<file path="config.mk">
export PLATFORM = sky130hd
export DESIGN_NAME = kamus_fetch_ctrl
export DESIGN_NICKNAME = d
export VERILOG_FILES = /design/src/rtl/kamus_fetch_ctrl.sv
export SDC_FILE = /design/constraint.sdc
export NUM_CORES = 1
export LEC_CHECK = 0
export CORE_AREA = 2 2 137 139
export DETAILED_ROUTE_END_ITERATION = 10
export DIE_AREA = 0 0 139 141
export MAX_ROUTING_LAYER = met4
export PLACE_DENSITY = 0.85
export SYNTH_ARGS = -nofsm -noshare
export SYNTH_HDL_FRONTEND = slang
export SYNTH_SLANG_ARGS = --single-unit
</file>
<file path="constraint.sdc">
create_clock -name clk_i -period 4.5 [get_ports clk_i]
set_input_delay 0.675 -clock clk_i [delete_from_list [all_inputs] [get_ports clk_i]]
set_output_delay 0.675 -clock clk_i [all_outputs]
set_load 0.005 [all_outputs]
</file>
<file path="src/rtl/kamus_fetch_ctrl.sv">
// kamus_fetch_ctrl: IF-stage fetch sequencer.
// Owns the PC, issues single-outstanding requests to the L1I, buffers
// responses in a 2-entry FIFO toward ID and squashes stale data on redirect.
module kamus_fetch_ctrl #(
    parameter logic [31:0] BOOT_ADDR = 32'h0
) (
    input  logic        clk_i,
    input  logic        rst_ni,
    input  logic        fetch_en_i,
    output logic        imem_req_o,
    output logic [31:0] imem_addr_o,
    input  logic        imem_gnt_i,
    input  logic        imem_rvalid_i,
    input  logic [31:0] imem_rdata_i,
    input  logic        redirect_valid_i,
    input  logic [31:0] redirect_addr_i,
    output logic        instr_valid_o,
    input  logic        instr_ready_i,
    output logic [31:0] instr_val_o,
    output logic [31:0] instr_addr_o
);
    typedef enum logic [1:0] {S_IDLE, S_REQ, S_WAIT} state_t;

    state_t           r_state, w_state_nxt;
    logic [31:0]      r_pc, w_pc_nxt;
    logic [31:0]      r_req_addr, w_req_addr_nxt;  // address of the request in REQ/WAIT
    logic             r_discard, w_discard_nxt;    // in-flight response belongs to an old path
    logic [1:0][31:0] r_q_addr, r_q_data;          // entry 0 is the head
    logic [1:0]       r_count, w_count_nxt;
    logic             w_push, w_pop;
    logic [31:0]      w_redir_pc;

    assign w_redir_pc    = redirect_addr_i & 32'hFFFF_FFFC;
    assign w_push        = (r_state == S_WAIT) && imem_rvalid_i && !r_discard && !redirect_valid_i;
    assign w_pop         = instr_valid_o && instr_ready_i;
    assign instr_valid_o = (r_count != 2'd0);
    assign instr_val_o   = r_q_data[0];
    assign instr_addr_o  = r_q_addr[0];

    // queue occupancy after this cycle; a redirect empties it outright
    always_comb begin
        w_count_nxt = r_count;
        if (redirect_valid_i)
            w_count_nxt = 2'd0;
        else if (w_push && !w_pop)
            w_count_nxt = r_count + 2'd1;
        else if (!w_push && w_pop)
            w_count_nxt = r_count - 2'd1;
    end

    // next-state, PC update and request outputs; a response cycle may also
    // launch the next request so fetch can stream back-to-back
    always_comb begin
        w_state_nxt    = r_state;
        w_pc_nxt       = r_pc;
        w_req_addr_nxt = r_req_addr;
        w_discard_nxt  = r_discard;
        imem_req_o     = 1'b0;
        imem_addr_o    = r_pc;
        if (redirect_valid_i)
            w_pc_nxt = w_redir_pc;
        unique case (r_state)
            S_IDLE: begin
                if (fetch_en_i && (w_count_nxt < 2'd2)) begin
                    w_state_nxt    = S_REQ;
                    w_req_addr_nxt = w_pc_nxt;
                end
            end
            S_REQ: begin
                // an ungranted request must stay stable, so a redirect only marks it stale
                imem_req_o  = 1'b1;
                imem_addr_o = r_req_addr;
                if (redirect_valid_i)
                    w_discard_nxt = 1'b1;
                if (imem_gnt_i) begin
                    w_state_nxt = S_WAIT;
                    if (!redirect_valid_i && !r_discard)
                        w_pc_nxt = r_pc + 32'd4;
                end
            end
            S_WAIT: begin
                if (imem_rvalid_i) begin
                    w_discard_nxt = 1'b0;
                    if (!fetch_en_i || (w_count_nxt == 2'd2)) begin
                        w_state_nxt = S_IDLE;
                    end else if (redirect_valid_i) begin
                        w_state_nxt    = S_REQ;
                        w_req_addr_nxt = w_pc_nxt;
                    end else begin
                        imem_req_o     = 1'b1;
                        w_req_addr_nxt = r_pc;
                        if (imem_gnt_i) begin
                            w_state_nxt = S_WAIT;
                            w_pc_nxt    = r_pc + 32'd4;
                        end else begin
                            w_state_nxt = S_REQ;
                        end
                    end
                end else if (redirect_valid_i) begin
                    w_discard_nxt = 1'b1;
                end
            end
            default: w_state_nxt = S_IDLE;
        endcase
    end

    // fetch state, PC and in-flight request bookkeeping
    always_ff @(posedge clk_i or negedge rst_ni) begin
        if (!rst_ni) begin
            r_state    <= S_IDLE;
            r_pc       <= BOOT_ADDR;
            r_req_addr <= BOOT_ADDR;
            r_discard  <= 1'b0;
        end else begin
            r_state    <= w_state_nxt;
            r_pc       <= w_pc_nxt;
            r_req_addr <= w_req_addr_nxt;
            r_discard  <= w_discard_nxt;
        end
    end

    // 2-entry instruction FIFO; the response address is the request's PC
    always_ff @(posedge clk_i or negedge rst_ni) begin
        if (!rst_ni) begin
            r_count  <= 2'd0;
            r_q_addr <= '0;
            r_q_data <= '0;
        end else begin
            r_count <= w_count_nxt;
            if (!redirect_valid_i) begin
                if (w_pop) begin
                    r_q_addr[0] <= r_q_addr[1];
                    r_q_data[0] <= r_q_data[1];
                    if (w_push) begin
                        if (r_count == 2'd1) begin
                            r_q_addr[0] <= r_req_addr;
                            r_q_data[0] <= imem_rdata_i;
                        end else begin
                            r_q_addr[1] <= r_req_addr;
                            r_q_data[1] <= imem_rdata_i;
                        end
                    end
                end else if (w_push) begin
                    if (r_count == 2'd0) begin
                        r_q_addr[0] <= r_req_addr;
                        r_q_data[0] <= imem_rdata_i;
                    end else begin
                        r_q_addr[1] <= r_req_addr;
                        r_q_data[1] <= imem_rdata_i;
                    end
                end
            end
        end
    end
endmodule
</file>
### Word level (Yosys, flattened, before mapping)

Index checks and enable logic that the tools add are counted.

| word-level totals | value |
|---|---|
| bits in registers | 197 |

| operators by class | value |
|---|---|
| add/subtract/negate cells | 3 |
| $lt $le $gt $ge | 1 |
| equality and inequality tests | 10 |
| muxes and demuxes | 45 |
| bitwise operators | 1 |
| reductions and logical operators | 25 |

Operator list:

| kind | number |
|---|---|
| $mux W32 | 20 |
| $mux W64 | 6 |
| $pmux W32 S2 | 2 |
| $add A32 B3 Y32 const B | 1 |
| $mux W2 | 9 |
| $ne A2 B2 Y1 const B | 6 |
| $reduce_bool A2 Y1 | 5 |
| $logic_and A1 B1 Y1 | 8 |
| $reduce_and A4 Y1 | 2 |
| $pmux W2 S3 | 1 |
| $reduce_and A3 Y1 | 2 |
| $logic_not A1 Y1 | 5 |
| $mux W1 | 5 |
| $eq A2 B1 Y1 const B | 2 |
| $eq A2 B2 Y1 const B | 2 |
| $logic_not A2 Y1 | 2 |
| $pmux W1 S2 | 2 |
| $add A2 B1 Y2 const B | 1 |
| $lt A2 B2 Y1 const B | 1 |
| $sub A2 B1 Y2 const B | 1 |
| $logic_or A1 B1 Y1 | 1 |
| $not A1 Y1 | 1 |

### Longest topological paths before layout

Gate-level depths: netlist of run 1.

| depth | value |
|---|---|
| word-level depth | 14 |
| depth in mapped cells | 12 |
| mapped depth without buffers | 8 |

### Least setup slack after synthesis of run 1

OpenSTA, ideal clock, no wires.

| timing | value |
|---|---|
| path type | reg2out |
| start point | reg r_count[0] |
| end point | out imem_req_o |
| arrival time | 1.975 ns |
| setup slack | 1.850 ns |
| stages on the path, launching flop included | 10 |
| cell sequence | dfrtp_1 > inv_1 > ha_1 > buf_2 > and2b_1 > o311a_1 > or3_1 > nand2_1 > nor3_1 > o21a_1 |

| on the way | value |
|---|---|
| longest elaborated chain between the ends | 11 |
| elaborated cells between the ends (all ways) | 15 |
| those cells by class | add/sub (2); eq/ne (1); mux (6); reduce/logical (6) |

Ends and longest elaborated chain:

| element | RTL line | RTL |
|---|---|---|
| from (decl) | 29 | `logic [1:0] r_count, w_count_nxt;` |
| from (signal assigned) | 129 | `r_count <= w_count_nxt;` |
| parallel branches: the longest is 4 deep, another holds $sub A2 B1 Y2 | - |  |
| $mux W2 * | 45 | `else if (w_push && !w_pop)` |
| $mux W2 * | 43 | `if (redirect_valid_i)` |
| $eq A2 B2 Y1 * | 84 | `if (!fetch_en_i \|\| (w_count_nxt == 2'd2)) begin` |
| $logic_or A1 B1 Y1 * | 84 |  |
| $mux W1 * | 84 |  |
| $mux W1 * | 82 | `if (imem_rvalid_i) begin` |
| $pmux W1 S2 * | 62 | `unique case (r_state)` |
| to (decl) | 10 | `output logic imem_req_o,` |

Mark *: on every way between the ends.

### Worst setup path in the final report of run 1

| timing | value |
|---|---|
| start point | reg r_state[0] |
| end point | out imem_req_o |

| on the way | value |
|---|---|
| longest elaborated chain between the ends | 14 |
| elaborated cells between the ends (all ways) | 16 |
| those cells by class | eq/ne (3); mux (6); reduce/logical (7) |

Ends and longest elaborated chain:

| element | RTL line | RTL |
|---|---|---|
| from (decl) | 24 | `state_t r_state, w_state_nxt;` |
| from (signal assigned) | 115 | `r_state <= w_state_nxt;` |
| $eq A2 B2 Y1 | 34, 62 |  |
| $logic_and A1 B1 Y1 (3 in a row) | 34 | `assign w_push = (r_state == S_WAIT) && imem_rvalid_i && !r_discard && !redirect_valid_i;` |
| $logic_not A1 Y1 | 47 | `else if (!w_push && w_pop)` |
| $logic_and A1 B1 Y1 | 47 |  |
| $mux W2 | 47 |  |
| $mux W2 | 45 |  |
| $mux W2 | 43 |  |
| $eq A2 B2 Y1 | 84 |  |
| $logic_or A1 B1 Y1 | 84 |  |
| $mux W1 | 84 |  |
| $mux W1 | 82 |  |
| $pmux W1 S2 * | 62 |  |

Every way passes the cells marked *; elsewhere a longest branch is shown, timed or not.

==> flow_summary.json, run 1 <==
{
  "synth_xor_area_share_pct": 1.39,
  "routed_via_density": 5.92,
  "ys_top_cells_by_area": "dfrtp_1, mux2_2, mux2i_1, nand2_1, o21ai_0",
  "grt_overflow": 0,
  "async_reset_ff_share_pct": 100,
  "synth_area_sq_um": 10400,
  "avgSynthCellArea_sq_um": 10.3,
  "first_pass_iters": 7,
  "min_period_over_period_pct": 88.7,
  "synthMuxAreaShare_pct": 19.6,
  "cts_resized": 0,
  "drive_above_1_share_pct": 14.7,
  "syn-num-nets": 1090,
  "htreeDepth": 4,
  "port_buffers": 166,
  "grt_pass1_vias": 7560,
  "drv_slew": 0,
  "ys_warn_count": 0,
  "synth_most_common_cell": "dfrtp_1",
  "setup_viol": 0,
  "die_w_um": 139,
  "slew_headroom_pct": 35.0,
  "synth_edf_count": 0,
  "ir_worst_vdd_mv": 0.389,
  "syn_inst": 1012,
  "hold_ws_ps": 368,
  "ys_seq_elements": 197,
  "hold_path.class": "primary input to async pin",
  "place_congestion": 0.871,
  "vias": 7921,
  "r2r_setup_slack_ps": 1270,
  "antenna_found_initial": 0,
  "path_max_fanout": 12,
  "timing.rr.end": "r_pc[31]",
  "path_class": "flop to output port",
  "worstPathBufferInverterCount": 2,
  "crit_arrival_ps": 3320,
  "ys_top_cells_by_count": "dfrtp_1, nand2_1, o21ai_0",
  "n_antenna_cell": 0,
  "die_h_um": 141,
  "synthAdderAreaFrac_pct": 0.841,
  "holdBufCountCts": 0,
  "synth_flop_cell": "dfrtp_1",
  "io_pins": 169,
  "cp-end-kind": "output port",
  "cts_tree": "done",
  "cts_buffers": 17,
  "cap_violations": 0,
  "grt_usage_pct": 26.2,
  "fmax_mhz": 251,
  "critPathMaxStageDelay_ps": 540,
  "fp-row-count": 50,
  "synth_top_family_by_area": "multiplexers",
  "clock-skew-final_ps": 10.2,
  "cts_sinks": 197,
  "core-area_sq_um": 18300,
  "drt-initial-drc-count": 561,
  "synth_top_area_share_pct": 47.4,
  "critPathRequiredTime_ps": 3830,
  "period_needed_ps": 3990,
  "wirelength_um": 24700,
  "tightest_slew_ps": 975,
  "hold_viol": 0,
  "grt_pass1_wl_um": 39900,
  "cts_setup_buffers": 0,
  "outcome": "finished, final reports clean",
  "yosysTopAreaCell": "dfrtp_1",
  "cts_buffer_depth": 2,
  "tns_ps": 0,
  "path_cells": "inv_1, ha_1, and4bb_1, a211oi_1, or3_1, nand2_1, nor3_1, o21a_1, clkdlybuf4s50_1",
  "wire_per_inst_um": 18.5,
  "grt_max_degree": 123,
  "dr_wl_met2_um": 11900,
  "postRouteAntennaNets": 0,
  "fin_total_pwr_mw": 8.03,
  "synth.distinct_cells": 64,
  "clock_latency_ps": 430,
  "root_buffer": "clkbuf_16",
  "initial_core_util_pct": 57.0,
  "path_delay_family": "simple AND/OR/NAND/NOR gates",
  "area_delta_synth_final_pct": 19.4,
  "num-nets-final": 1169,
  "yosysSeqAreaShare_pct": 47.4,
  "worstRegToRegCells": 8,
  "crit_slowest_cell": "and4bb_1",
  "synth_compound_area_share_pct": 12.1,
  "drt-met1-wl_um": 10600,
  "rsz0062_at_grt": "false",
  "dieArea_sq_um": 19600,
  "critPathLaunchType": "flop",
  "hpwlAfterDp_um": 16900,
  "route.top_layer_used": "met4",
  "synthSimpleGateAreaFrac_pct": 11.1,
  "p_per_area_nw_per_um2": 646,
  "wl_met3_um": 1550,
  "clk_pin_slew_ps": 80,
  "p_leak_nw": 5.45,
  "drc_errors": 0,
  "r2r_start": "r_state[0]"
}
## registers in the layout, indices dropped and copies added (netlist names)
register,flops
instr_addr_o,32
instr_val_o,32
r_count,2
r_discard,1
r_pc,32
r_q_addr,32
r_q_data,32
r_req_addr,32
r_state,2
## power by group
part           internal [mW]  switching (mW)
clock network          0.756           0.775
registers               2.50           0.601
logic                   1.80            1.59
total                   5.06            2.97
## layout by cell type, fill, tap and decap left out, drive strengths merged, types with 3 or more instances in the layout
| master | n |
|---|---|
| clkinv | 9 |
| buf | 16 |
| clkbuf | 18 |
| o22ai | 5 |
| or2 | 3 |
| o22a | 3 |
| nand3 | 14 |
| a31oi | 5 |
| and2 | 10 |
| mux2 | 98 |
| nor2 | 28 |
| o211ai | 6 |
| o31a | 3 |
| dfrtp | 197 |
| xnor2 | 9 |
| inv | 24 |
| nor3 | 8 |
| a21o | 4 |
| ha | 7 |
| a31o | 4 |
| a22oi | 8 |
| nand2 | 153 |
| a21boi | 3 |
| a21oi | 14 |
| or3 | 4 |
| a32oi | 12 |
| nor4 | 4 |
| o311ai | 4 |
| o21ai | 120 |
| xor2 | 5 |
| o21a | 3 |
| nand3b | 3 |
| mux2i | 94 |
| and3 | 3 |
| nand4 | 12 |
| clkdlybuf4s50 | 164 |
## logic make-up (layout without fill, tap and decap cells)
| family | after synthesis | count (layout) |
|---|---|---|
| AO/OA/AOI/OAI | 206 | 206 |
| XOR/XNOR | 15 | 15 |
| adder cells (fa/ha/maj) | 7 | 7 |
| buffers and inverters | 140 | 232 |
| flip-flops | 197 | 197 |
| multiplexers | 192 | 192 |
| AND/OR/NAND/NOR | 255 | 255 |
## metrics by stage
| stage | cells | utilization (%) | cell area (sq um) | setup WS [ps] |
|---|---|---|---|---|
| after floorplan | 1012 | - | 10400 | 1850 |
| after global placement | 1306 | 64.7 | 11800 | 768 |
| after detailed placement | 1306 | 64.7 | 11800 | 764 |
| after CTS | 1338 | 68.0 | 12400 | 503 |
| after global routing | 1338 | 68.0 | 12400 | 301 |
| final | 1338 | 68.0 | 12400 | 508 |
## worst max-delay path by stage
stage | slack, ps | end | from | cells after the start
after floorplan | 1850 | imem_req_o | r_count[0] | 9
after global placement | 770 | imem_req_o | imem_rvalid_i | 8
after detailed placement | 760 | imem_req_o | imem_rvalid_i | 8
after CTS | 500 | imem_req_o | r_state[0] | 9
after global routing | 300 | imem_req_o | r_state[0] | 9
final | 510 | imem_req_o | r_state[0] | 9
## layout make-up
cell class | count | area, sq um
multi-input cells | 675 | 4730
clock inverters | 15 | 180
flip-flops and latches | 197 | 4930
inverters | 19 | 71.3
well taps | 234 | 293
repair buffers | 181 | 1800
fillers | 1374 | 5840
clock buffers | 17 | 425
## routing by layer
metal / vias to the layer above / GRT usage, %
met5: - / -
met4: 0 / 8.24
met2: 303 / 42.1
met1: 3881 / 34.4
met3: 53 / 4.69
li1: 3684 / -
(Power assumes the default switching activity.)
==> run 2, diff against run 1 <==
REMOVE_ABC_BUFFERS = 1   (was unset)
==> run 2 against run 1 <==
Cell count is 0.15% lower. Largest power group unchanged. Sequential share of layout area is 0.16 points higher. Register-to-register slack better by 260 ps.
==> flow_summary.json, run 2 (same netlist as run 1, synthesis figures left out) <==
{
  "outcome": "finished, final reports clean",
  "clock_latency_ps": 440,
  "grt_usage_pct": 25.4,
  "root_buffer": "clkbuf_16",
  "cts_sinks": 197,
  "core-area_sq_um": 18300,
  "hpwlAfterDp_um": 15700,
  "dp_cells": 1304,
  "cts_buffers": 17,
  "hold_viol": 0,
  "cts_setup_buffers": 0,
  "cts_resized": 0,
  "layout_common_cells": "dfrtp_1, clkdlybuf4s50_1, nand2_1, o21ai_0, mux2_2",
  "cap_violations": 0,
  "tightest_slew_ps": 968,
  "fmax_mhz": 264,
  "io_pins": 169,
  "clk_pin_slew_ps": 70,
  "min_period_over_period_pct": 84.3,
  "routed_via_density": 5.75,
  "fp-row-count": 50,
  "dieArea_sq_um": 19600,
  "p_per_area_nw_per_um2": 642,
  "htreeDepth": 4,
  "holdBufCountCts": 0,
  "instances_no_fill": 1336,
  "cp-end-kind": "output port",
  "grt_pass1_wl_um": 39000,
  "vias": 7686,
  "tns_ps": 0,
  "slew_headroom_pct": 35.5,
  "multi_input_area_sq_um": 4730,
  "n_antenna_cell": 0,
  "p_leak_nw": 5.43,
  "setup_viol": 0,
  "num-nets-final": 1167,
  "grt_pass1_vias": 7605,
  "clock-skew-final_ps": 10.5,
  "place_congestion": 0.893,
  "critPathRequiredTime_ps": 3830,
  "setup_slack_ps": 708,
  "cts_tree": "done",
  "final_cell_area_sq_um": 12400,
  "critPathLaunchType": "flop",
  "die_h_um": 141,
  "drv_slew": 0,
  "place_ws_ps": 740,
  "rsz0062_at_grt": "false",
  "path_class": "flop to output port",
  "first_pass_iters": 7,
  "hold_ws_ps": 335,
  "drt-initial-drc-count": 440,
  "fin_total_pwr_mw": 7.94,
  "drc_errors": 0,
  "area_delta_synth_final_pct": 18.9,
  "ir_worst_vdd_mv": 0.440,
  "grt_max_degree": 117,
  "wirelength_um": 23600,
  "port_buffers": 166,
  "wire_per_inst_um": 17.7,
  "fill_cells": 1409,
  "dpl-instance-area_sq_um": 11800,
  "antenna_found_initial": 0,
  "postRouteAntennaNets": 0,
  "initial_core_util_pct": 57.0,
  "cts_buffer_depth": 2,
  "layout_commonest_cell": "dfrtp_1",
  "grt_overflow": 0,
  "die_w_um": 139,
  "regArea_sq_um": 4930,
  "fin_util_pct": 67.7,
  "period_needed_ps": 3790,
  "path_max_fanout": 9,
  "hold_path.class": "primary input to async pin",
  "drive_above_1_share_pct": 14.3,
  "crit_arrival_ps": 3120
}
run 2: cell types whose count changed in the layout (fill, tap and decap cells not counted), sizes merged:
cell / previous run / this run
clkbuf: 18 / 20
buf: 16 / 14
clkinv: 9 / 6
bufinv: 0 / 1
run 2: cell type report:
type	instances	area share [%]
multi-input cells	675	38.2
flip-flops and latches	197	39.8
well taps	234	2.37
clock inverters	13	1.11
inverters	19	0.576
repair buffers	179	14.4
clock buffers	19	3.50
run 2: final timing paths:
kind	start	endpoint	slack (ps)	cells after the start
worst min-delay path	rst_ni	instr_val_o[3]	330	1
worst max register to register	r_state[1]	r_pc[22]	1530	7
min in group clk_i	instr_val_o[17]	instr_val_o[17]	480	2
worst max-delay path	r_count[0]	imem_req_o	710	9
worst min register to register	instr_val_o[17]	instr_val_o[17]	480	2
max in group asynchronous	rst_ni	r_q_data[37]	2970	2
run 2: layer usage:
metal  wire [um]  vias to the layer above  part of all wire (%)  track usage (%)
met4         374                        0                   1.6             7.34
met5           0                        -                     0                -
met1       10800                     3736                    46             34.3
met3        1240                       26                   5.2             3.77
met2       11200                      247                    47             40.3
li1            -                     3677                     -                -
run 2: worst max-delay path, cell delays in order, from the launching register on:
cell	delay [ps]
dfrtp_1	450
inv_1	130
ha_1	320
and2b_1	290
o311a_1	350
or3_1	350
nand2_1	110
nor3_1	50
o21a_1	200
clkdlybuf4s50_1	440
run 2: where the power goes:
group / leakage, nW / switching (mW) / total (mW) / internal (mW)
combinational: 2.56 / 1.56 / 3.36 / 1.81
sequential: 2.59 / 0.579 / 3.08 / 2.50
clock: 0.279 / 0.712 / 1.50 / 0.784
total: 5.43 / 2.85 / 7.94 / 5.09
